## config.mk

```make
export PLATFORM = sky130hd
export DESIGN_NAME = ddr_ready_monitor
export DESIGN_NICKNAME = d
export VERILOG_FILES = /design/src/rtl/ddr_ready_monitor_pkg.sv /design/src/rtl/ddr_sat_counter.sv /design/src/rtl/ddr_ready_monitor.sv
export SDC_FILE = /design/constraint.sdc
export NUM_CORES = 1
export LEC_CHECK = 0
export BUFFER_PORTS_ARGS = -buffer_cell sky130_fd_sc_hd__buf_2
export CAP_MARGIN = 20
export CORE_ASPECT_RATIO = 0.8
export CORE_MARGIN = 2
export CORE_UTILIZATION = 57
export DETAILED_ROUTE_END_ITERATION = 10
export PLACE_DENSITY = 0.82
export SYNTH_ARGS = -nofsm -noshare
export SYNTH_HDL_FRONTEND = slang
export SYNTH_SLANG_ARGS = --single-unit
```

## constraint.sdc

```tcl
create_clock -name clk -period 2.3 [get_ports clk]
set_clock_uncertainty 0.05 [all_clocks]
set_input_delay 0.345 -clock clk [delete_from_list [all_inputs] [get_ports clk]]
set_output_delay 0.345 -clock clk [all_outputs]
set_load 0.02 [all_outputs]
```

## src/rtl/ddr_ready_monitor_pkg.sv

```systemverilog
// Shared definitions for the DDR ready monitor: state encoding and default limits.
// ITERATION_COUNT default matches the upstream init/reset iterator's retry limit.
package ddr_ready_monitor_pkg;

  typedef enum logic [2:0] {
    ST_IDLE       = 3'd0,
    ST_WAIT_READY = 3'd1,
    ST_QUALIFY    = 3'd2,
    ST_RUN        = 3'd3,
    ST_FAIL       = 3'd4,
    ST_LOST       = 3'd5
  } ddr_mon_state_e;

  localparam logic [3:0]  DDR_ITERATION_COUNT = 4'hA;
  localparam logic [15:0] DDR_QUALIFY_CYCLES  = 16'd256;

  // States in which the time-to-ready measurement is still running
  function automatic logic is_pre_run(input ddr_mon_state_e s);
    return (s == ST_IDLE) || (s == ST_WAIT_READY) || (s == ST_QUALIFY);
  endfunction

endpackage

```

## src/rtl/ddr_sat_counter.sv

```systemverilog
// Saturating up-counter with synchronous clear (priority over enable).
module ddr_sat_counter #(
  parameter int W = 8
) (
  input  logic         clk,
  input  logic         rst,
  input  logic         en,
  input  logic         clr,
  output logic [W-1:0] count
);

  always_ff @(posedge clk or posedge rst) begin
    if (rst) begin
      count <= '0;
    end else if (clr) begin
      count <= '0;
    end else if (en && (count != '1)) begin
      count <= count + W'(1);
    end
  end

endmodule

```

## src/rtl/ddr_ready_monitor.sv

```systemverilog
// Qualifies DDR controller ready after iterator release, gates the fabric reset,
// and reports training failure / ready loss with attempt count and time-to-ready.
module ddr_ready_monitor
  import ddr_ready_monitor_pkg::*;
#(
  parameter logic [15:0] QUALIFY_CYCLES  = DDR_QUALIFY_CYCLES,
  parameter logic [3:0]  ITERATION_COUNT = DDR_ITERATION_COUNT,
  parameter int          LAT_W           = 24
) (
  input  logic             clk,
  input  logic             SYS_RESET_IN,
  input  logic             ddr_reset_n,
  input  logic             ctrlr_ready,
  input  logic [3:0]       reset_counter,
  input  logic             clear_error,
  output logic             FABRIC_RESET_N,
  output logic             ddr_ready,
  output logic             training_fail,
  output logic             ready_lost,
  output logic [3:0]       attempts,
  output logic [LAT_W-1:0] ready_latency
);

  ddr_mon_state_e state_reg, state_next;
  logic [15:0]    qcnt_reg, qcnt_next;
  logic           fabric_reset_n_reg, ddr_ready_reg, training_fail_reg, ready_lost_reg;
  logic [3:0]     attempts_reg;
  logic           clear_evt;
  logic           enter_done;

  assign clear_evt  = clear_error && ((state_reg == ST_FAIL) || (state_reg == ST_LOST));
  assign enter_done = ((state_next == ST_RUN)  && (state_reg != ST_RUN)) ||
                      ((state_next == ST_FAIL) && (state_reg != ST_FAIL));

  always_comb begin
    state_next = state_reg;
    qcnt_next  = qcnt_reg;
    case (state_reg)
      ST_IDLE: begin
        if (ddr_reset_n) state_next = ST_WAIT_READY;
      end
      ST_WAIT_READY: begin
        if (!ddr_reset_n) begin
          state_next = ST_IDLE;
        end else if (ctrlr_ready) begin
          state_next = ST_QUALIFY;
          qcnt_next  = 16'd1;
        end else if (reset_counter == ITERATION_COUNT) begin
          state_next = ST_FAIL;
        end
      end
      ST_QUALIFY: begin
        if (!ddr_reset_n) begin
          state_next = ST_IDLE;
          qcnt_next  = '0;
        end else if (!ctrlr_ready) begin
          state_next = ST_WAIT_READY;
          qcnt_next  = '0;
        end else if (qcnt_reg == QUALIFY_CYCLES) begin
          state_next = ST_RUN;
        end else begin
          qcnt_next = qcnt_reg + 16'd1;
        end
      end
      ST_RUN: begin
        if (!ctrlr_ready || !ddr_reset_n) state_next = ST_LOST;
      end
      ST_FAIL, ST_LOST: begin
        if (clear_error) begin
          state_next = ST_IDLE;
          qcnt_next  = '0;
        end
      end
      default: begin
        state_next = ST_IDLE;
        qcnt_next  = '0;
      end
    endcase
  end

  // Outputs are registered from the next state so they change on the transition edge
  always_ff @(posedge clk or posedge SYS_RESET_IN) begin
    if (SYS_RESET_IN) begin
      state_reg          <= ST_IDLE;
      qcnt_reg           <= '0;
      fabric_reset_n_reg <= 1'b0;
      ddr_ready_reg      <= 1'b0;
      training_fail_reg  <= 1'b0;
      ready_lost_reg     <= 1'b0;
      attempts_reg       <= '0;
    end else begin
      state_reg          <= state_next;
      qcnt_reg           <= qcnt_next;
      fabric_reset_n_reg <= (state_next == ST_RUN);
      ddr_ready_reg      <= (state_next == ST_RUN);
      training_fail_reg  <= (state_next == ST_FAIL);
      ready_lost_reg     <= (state_next == ST_LOST);
      if (enter_done) begin
        attempts_reg <= reset_counter;
      end else if (clear_evt) begin
        attempts_reg <= '0;
      end
    end
  end

  ddr_sat_counter #(.W(LAT_W)) u_latency (
    .clk   (clk),
    .rst   (SYS_RESET_IN),
    .en    (is_pre_run(state_reg)),
    .clr   (clear_evt),
    .count (ready_latency)
  );

  assign FABRIC_RESET_N = fabric_reset_n_reg;
  assign ddr_ready      = ddr_ready_reg;
  assign training_fail  = training_fail_reg;
  assign ready_lost     = ready_lost_reg;
  assign attempts       = attempts_reg;

endmodule

```

==> out/qor.txt, run 1 <==
Initial antenna violation count = 0
Setup TNS = 0 ps
Slew margin rel. = 0.5972
Post-synthesis sequential area ratio = 0.4583
Number of cells on the critical path = 7
P_leak = 1.448 nW
CTS tree = done
Status = completed
DR WL/cell = 15.59 µm
R2R cell count = 7
Final nets = 342
Post-DP HPWL = 4461 µm
Via/cell ratio = 6.026
Share of synthesized registers carrying an async set or reset = 1.000
R2R Setup Slk = 250 ps
Critical Path AT = 2200 ps
CTS root buf = clkbuf_8
Share of cells above drive strength 1 = 0.1903
Maxcap violations = 0
Most frequent cells in the layout = dfrtp_1, buf_2, nor2_1
IO buf count = 40
Data required, critical path = 2450 ps
Worst vdd ir = 0.0006531 V
Ys flop type = dfrtp_1
Postcts setup bufs = 0
# H-tree levels = 2
Hold-fix buffers, CTS = 0
Full die area = 5363 µm²
Worst path max stage delay = 450 ps
Worst-margin pin slew = 604.2 ps
GRT Total Usage = 0.2468
PwrDens = 961.9 nW/µm²
Slew Limit Fails = 0
Worst min-delay path category = primary input to asynchronous set/reset pin
Remaining DRCs = 0
Largest net degree at the start of global routing = 27
Initial DRC count = 158
Critical-path cell list = inv_1, ha_1, nor3b_1, nand4_1, nor2_2, nor2_1, a22o_1
Worst-path clk slew = 90 ps
Vias in the first global route = 2086
Worst Setup End Kind = flip-flop
Clock tree sinks = 50
Commonest non-fill, non-tap cell in the layout = dfrtp_1
Yosys cell types = 47
Area Growth Syn to Fin = 13.11%
EDFF count, synth = 0
RSZ-0062 raised after global routing = false
Placeable core area = 4597 µm²
CTS Buf Count = 5
Max reg flops = 24
Min Tclk post-route = 2051 ps
Row count = 22
Via count = 2356
Drt pass-1 iters = 6
Die height = 65.90 µm
Fin. Hold Viols = 0
Detail Route Antenna Nets = 0
# resized after CTS = 0
WS Path Type = flip-flop to flip-flop
Antenna cells = 0
CTS max path bufs = 2
Starting density of the core = 0.5939
Syn. warnings = 0
Worst-Skew Late Latency = 310 ps
Core Util, Final = 0.6717
Fmax = 0.4876 GHz
Final instance count without filler cells = 391
Worst path top cell family by delay = simple AND/OR/NAND/NOR gates
Average cell area after synthesis = 9.414 µm²
Chip Width = 81.38 µm
Io pins = 41
Final setup fails = 0
CP max-delay cell = dfrtp_1
Final WL = 6096 µm
Gr ovfl total = 0
Worst-path fanout max = 8
GPL Wtd Cong = 0.9178
Tcrit/Tclk final = 0.8916
Startpoint Class = flip-flop
Worst path bufs/invs = 1
Synth Instances = 290
Syn Nets = 302
Synth Cell Area = 2730 µm²
First-pass GRT wire length = 10090 µm
Cells after DPL = 383
#FFs+latches synth = 50
==> worst register-to-register path, cell delays in order, from the launching register on <==
cell and delay (ps):
dfrtp_1 450, inv_1 90, ha_1 140, nor3b_1 220
nand4_1 340, nor2_2 300, nor2_1 130, a22o_1 240
==> worst paths after layout <==
kind / startpoint / end
worst max-delay path: qcnt_reg[0]$_DFFE_PP0P_ / attempts[1]$_DFFE_PP0P_
worst min-delay path: SYS_RESET_IN / u_latency.count[6]$_DFFE_PP0P_
worst max register to register: qcnt_reg[0]$_DFFE_PP0P_ / attempts[1]$_DFFE_PP0P_
worst min register to register: attempts[0]$_DFFE_PP0P_ / attempts[0]$_DFFE_PP0P_
max in group asynchronous: SYS_RESET_IN / u_latency.count[19]$_DFFE_PP0P_
min in group clk: reset_counter[3] / attempts[3]$_DFFE_PP0P_
==> routing by layer <==
metal / share of wire / vias to the layer above / track usage
met5: 0 / - / 0
met2: 0.43 / 96 / 0.3463
met3: 0.066 / 5 / 0.05328
li1: - / 1142 / -
met4: 0.0090 / 0 / 0.06780
met1: 0.50 / 1113 / 0.3818
==> kinds of logic (layout without fill, tap and decap cells) <==
logic type | after synthesis | in the layout | synth area share
AOI/OAI and AO/OA | 62 | 62 | 0.1535
xor gates and xnor gates | 17 | 17 | 0.05454
buffers and inverters | 21 | 62 | 0.03162
DFF | 50 | 50 | 0.4583
and+or+nand+nor | 133 | 133 | 0.2736
muxes | 4 | 4 | 0.01467
adders and majority gates | 3 | 3 | 0.01375
==> cell usage after synthesis (2+ instances only) <==
master	count	area, µm²
o21ai_4	2	32.53
nor4_1	3	18.77
mux2i_1	4	40.04
xor2_1	16	140.1
nand4_1	14	87.58
o2111ai_1	2	17.52
inv_1	9	33.78
a21oi_1	7	35.03
nor3b_1	2	15.01
and4_1	7	61.31
nand2_1	23	86.33
nor2_1	30	112.6
or3_1	2	12.51
clkbuf_1	8	30.03
a31oi_1	6	37.54
o21ai_0	22	110.1
a22o_1	4	35.03
ha_1	3	37.54
nor3_1	7	35.03
nand3_1	19	95.09
o31ai_1	6	45.04
dfrtp_1	50	1251
and2_1	6	37.54
nor2b_1	2	12.51
o211ai_1	6	45.04
and3_1	7	43.79
buf_2	3	15.01
==> stage by stage <==
step / cell area, µm² / setup slack (ps) / hold WS [ps] / power, mW
2_1_floorplan: 2730 / 480.1 / 401.5 / 2.063
3_3_place_gp: 2990 / 356.0 / 363.8 / 2.395
3_5_place_dp: 2990 / 218.6 / 365.2 / 2.443
4_1_cts: 3085 / 210.5 / 23.68 / 2.978
5_1_grt: 3088 / 38.84 / 47.86 / 3.160
6_report: 3088 / 249.2 / 10.23 / 2.970
==> where the power goes <==
group	internal, mW	total (mW)	switching [mW]
clock network	0.242	0.536	0.294
registers	1.11	1.43	0.329
logic	0.373	1.00	0.627
==> final cells by class <==
cell class | instances | area [µm²]
clock buffers | 6 | 82.58
repair buffers | 45 | 237.7
well taps | 60 | 75.07
fillers | 375 | 1509
clock inverters | 2 | 12.51
inverters | 9 | 33.78
flip-flops and latches | 50 | 1251
multi-input cells | 219 | 1395
No activity file was read; power rests on OpenSTA's default activity.
==> inputs of run 2 (changes only) <==
- clock period: 2.3 -> 2.15 ns (I/O delays scaled with it)
==> run 2 against run 1 <==
Against the previous run:
- final cell count up 0.51%
- non-clock buffer count up 3
- clock power fell by 1%
- critical endpoint is now attempts[3]$_DFFE_PP0P_
- largest power group unchanged
==> out/qor.txt, run 2 (synthesis results as in run 1) <==
Status = completed
Min Tclk post-route = 2002 ps
Fin. Hold Viols = 0
Overall power = 3.119 mW
CTS tree = done
Worst-path fanout max = 7
Final setup fails = 0
Final nets = 345
Largest net degree at the start of global routing = 21
Startpoint Class = flip-flop
Maxcap violations = 0
Worst reg2reg startpoint = qcnt_reg[0]$_DFFE_PP0P_
CTS Buf Count = 5
Final Worst Setup Slack = 147.7 ps
Tcrit/Tclk final = 0.9313
Worst min-delay path category = primary input to flip-flop
Worst-path clk slew = 90 ps
Worst Setup End Kind = flip-flop
Worst-Skew Late Latency = 300 ps
Vias in the first global route = 2165
# resized after CTS = 0
Drt pass-1 iters = 4
Worst-margin pin slew = 597.9 ps
Detail Route Antenna Nets = 0
Gr ovfl total = 0
Worst vdd ir = 0.0005059 V
DR WL/cell = 15.54 µm
Dpl ws = 201.1 ps
RSZ-0062 raised after global routing = false
Hold Slack = 192.4 ps
PwrDens = 1008 nW/µm²
# H-tree levels = 2
Via/cell ratio = 6.130
Row count = 22
Antenna cells = 0
Register area = 1251 µm²
P_leak = 1.457 nW
Area Growth Syn to Fin = 13.34%
GPL Wtd Cong = 0.8884
Clock tree sinks = 50
Data required, critical path = 2300 ps
Io pins = 41
GRT Total Usage = 0.2547
CP startpoint = qcnt_reg[0]$_DFFE_PP0P_
Starting density of the core = 0.5939
CTS root buf = clkbuf_8
Slew Limit Fails = 0
Initial antenna violation count = 0
Die height = 65.90 µm
Placeable core area = 4597 µm²
Slew margin rel. = 0.6014
Critical Path AT = 2150 ps
Chip Width = 81.38 µm
Setup TNS = 0 ps
CTS max path bufs = 2
IO buf count = 40
Final WL = 6109 µm
Share of cells above drive strength 1 = 0.1892
Area of the multi-input gates = 1393 µm²
Worst Hold Launch = reset_counter[1]
Max reg flops = 24
Core Util, Final = 0.6731
First-pass GRT wire length = 10510 µm
Remaining DRCs = 0
Fmax = 0.4994 GHz
Post-DP HPWL = 4465 µm
Via count = 2409
Fillers = 372
Postcts setup bufs = 0
Most frequent cells in the layout = dfrtp_1, buf_2, nor2_1
Full die area = 5363 µm²
Commonest non-fill, non-tap cell in the layout = dfrtp_1
Hold-fix buffers, CTS = 1
Initial DRC count = 187
WS Path Type = flip-flop to flip-flop
[run 2: worst max-delay path, stage by stage (launching register included)]
cell     delay [ps]
dfrtp_1         450
inv_1            80
ha_1            130
nor3b_1         230
nand4_1         190
nor2_1          340
nor2_1          160
a22o_1          250
[run 2: layout make-up]
cell class / instances / share of cell area
inverters: 9 / 0.01092
repair buffers: 48 / 0.08492
clock buffers: 5 / 0.02224
multi-input cells: 219 / 0.4501
clock inverters: 2 / 0.003235
flip-flops and latches: 50 / 0.4044
well taps: 60 / 0.02426
[run 2: through the flow]
stage / cell area (µm²) / std cells
finish: 3094 / 393
global route: 3094 / 393
CTS: 3094 / 393
detailed placement: 3005 / 385
global placement: 3005 / 385
floorplan: 2730 / 290
[run 2: report_power, final]
group	total, mW	leakage, nW	internal, mW	switching, mW
sequential	1.52	0.660	1.18	0.341
clock	0.528	0.0438	0.219	0.309
combinational	1.07	0.753	0.401	0.666
total	3.12	1.46	1.80	1.32
[run 2: layer usage]
layer	GRT usage	routed length [µm]
met4	0.07627	62
met5	0	0
met3	0.04098	327
met1	0.3917	3094
met2	0.3668	2625
[run 2: worst paths after layout]
kind                                             endpoint  slack, ps  cells after the start
hold reg to reg                  qcnt_reg[15]$_DFFE_PP0P_        450                      1
min in group asynchronous  u_latency.count[7]$_DFFE_PP0P_        500                      3
max in group asynchronous         qcnt_reg[9]$_DFFE_PP0P_        980                      4
setup / recovery                  attempts[3]$_DFFE_PP0P_        150                      7
hold / removal                    attempts[1]$_DFFE_PP0P_        190                      2
setup reg to reg                  attempts[3]$_DFFE_PP0P_        150                      7
==> inputs of run 3 (changes only) <==
- BUFFER_PORTS_ARGS: -buffer_cell sky130_fd_sc_hd__buf_2 -> -buffer_cell sky130_fd_sc_hd__buf_4
==> run 3 against run 2 <==
Against the previous run:
- count of clock-buffer cells in the layout increased by 1
- wire length grew 3.8%
- hold slack worse by 160 ps
- critical path type unchanged
- critical endpoint is now attempts[1]$_DFFE_PP0P_
==> out/qor.txt, run 3 (synthesis results as in run 1) <==
Antenna cells = 0
Final nets = 344
Worst path max stage delay = 450 ps
First-pass GRT wire length = 10660 µm
Data required, critical path = 2290 ps
R2R cell count = 7
Area Growth Syn to Fin = 17.78%
CTS Buf Count = 5
Critical-path cell list = inv_1, ha_1, nor3b_1, nand4_1, nor2_1, nor2_1, a22o_1
Max reg flops = 24
CTS root buf = clkbuf_8
Remaining DRCs = 0
CTS max path bufs = 2
Slew Limit Fails = 0
Worst-Skew Late Latency = 310 ps
Hold-fix buffers, CTS = 0
Clock tree sinks = 50
Final setup fails = 0
Row count = 22
Startpoint Class = flip-flop
Status = completed
Largest net degree at the start of global routing = 32
Worst-margin pin slew = 626.8 ps
Placeable core area = 4597 µm²
Starting density of the core = 0.5939
Slew margin rel. = 0.5815
Initial antenna violation count = 0
Fmax = 0.4998 GHz
R2R Setup Slk = 150 ps
Chip Width = 81.38 µm
Gr ovfl total = 0
Final instance count without filler cells = 393
Commonest non-fill, non-tap cell in the layout = dfrtp_1
DR WL/cell = 16.14 µm
Met2 WL = 2851 µm
Io pins = 41
PwrDens = 1058 nW/µm²
Drt pass-1 iters = 4
Maxcap violations = 0
Top Layer Used = met4
Cells after DPL = 385
Postcts setup bufs = 0
Vias in the first global route = 2135
WS Path Type = flip-flop to flip-flop
Critical Path AT = 2140 ps
Fin. Hold Viols = 0
# resized after CTS = 0
Worst-path clk slew = 100 ps
Worst min-delay path category = primary input to asynchronous set/reset pin
IO buf count = 40
Initial DRC count = 251
Full die area = 5363 µm²
Post-DP HPWL = 4592 µm
Worst Setup End Kind = flip-flop
Most frequent cells in the layout = dfrtp_1, buf_4, nor2_1
Min Tclk post-route = 2001 ps
Fillers = 356
FF-to-FF End = attempts[1]$_DFFE_PP0P_
M1 wire length = 3032 µm
Worst reg2reg startpoint = qcnt_reg[0]$_DFFE_PP0P_
# H-tree levels = 2
GRT Total Usage = 0.2603
Final WL = 6343 µm
Die height = 65.90 µm
Via/cell ratio = 6.160
GPL Wtd Cong = 0.8921
DR WL met3 = 391 µm
Detail Route Antenna Nets = 0
Setup TNS = 0 ps
Most common cell on crit path = nor2_1
CTS tree = done
P_leak = 1.477 nW
Via count = 2421
RSZ-0062 raised after global routing = false
Tcrit/Tclk final = 0.9306
Overall power = 3.401 mW
Worst-path fanout max = 7
CP max-delay cell = dfrtp_1
Share of cells above drive strength 1 = 0.1892
Worst vdd ir = 0.0005748 V
-- run 3: cell types whose count changed in the layout (fill, tap and decap cells not counted) --
| cell | before | now |
|---|---|---|
| clkinvlp_4 | 0 | 1 |
| bufinv_16 | 0 | 1 |
| buf_4 | 7 | 47 |
| clkbuf_1 | 0 | 1 |
| buf_2 | 40 | 0 |
| clkinv_2 | 2 | 0 |
| dlygate4sd3_1 | 1 | 0 |
-- run 3: where the power goes --
part           total, mW  internal, mW  switching (mW)
combinational       1.20         0.522           0.673
sequential          1.55          1.18           0.366
clock              0.657         0.347           0.310
total               3.40          2.05            1.35
-- run 3: worst max path at each step --
stage                                    from                             end  cells past startpoint
3_5_place_dp          qcnt_reg[0]$_DFFE_PP0P_         attempts[1]$_DFFE_PP0P_                      7
2_1_floorplan  u_latency.count[0]$_DFFE_PP0P_  u_latency.count[9]$_DFFE_PP0P_                      6
5_1_grt               qcnt_reg[0]$_DFFE_PP0P_         attempts[1]$_DFFE_PP0P_                      7
6_report              qcnt_reg[0]$_DFFE_PP0P_         attempts[1]$_DFFE_PP0P_                      7
3_3_place_gp          qcnt_reg[0]$_DFFE_PP0P_         attempts[3]$_DFFE_PP0P_                      7
4_1_cts               qcnt_reg[0]$_DFFE_PP0P_         attempts[1]$_DFFE_PP0P_                      7
-- run 3: worst max-delay path: cells and delay by family, from the launching register on --
family                     cells  cell delay, ps
buffers and inverters          1              80
AOI/OAI and AO/OA              1             260
and+or+nand+nor                4             910
adders and majority gates      1             150
DFF                            1             450
-- run 3: final cells by class --
cell class | count | area, µm² | share of cell area
Clock buffer | 6 | 72.57 | 0.02257
Clock inverter | 2 | 37.54 | 0.01167
Sequential cell | 50 | 1251 | 0.3891
Multi-Input combinational cell | 219 | 1393 | 0.4331
Timing Repair Buffer | 47 | 352.8 | 0.1097
Inverter | 9 | 33.78 | 0.01051
Tap cell | 60 | 75.07 | 0.02335
-- run 3: metrics by stage --
| step | setup WS (ps) | area [µm²] | util | hold WS [ps] |
|---|---|---|---|---|
| 2_1_floorplan | 330.1 | 2730 | - | 401.5 |
| 3_3_place_gp | 219.0 | 3105 | 0.6756 | 406.8 |
| 3_5_place_dp | 215.2 | 3105 | 0.6756 | 403.3 |
| 4_1_cts | 178.5 | 3216 | 0.6995 | 67.94 |
| 5_1_grt | 36.01 | 3216 | 0.6995 | 82.64 |
| 6_report | 149.2 | 3216 | 0.6995 | 36.96 |
-- run 3: routing by layer --
metal	vias to the layer above	global-route usage
met2	82	0.3668
met3	6	0.06011
li1	1152	-
met5	-	0
met4	0	0.06780
met1	1181	0.3996
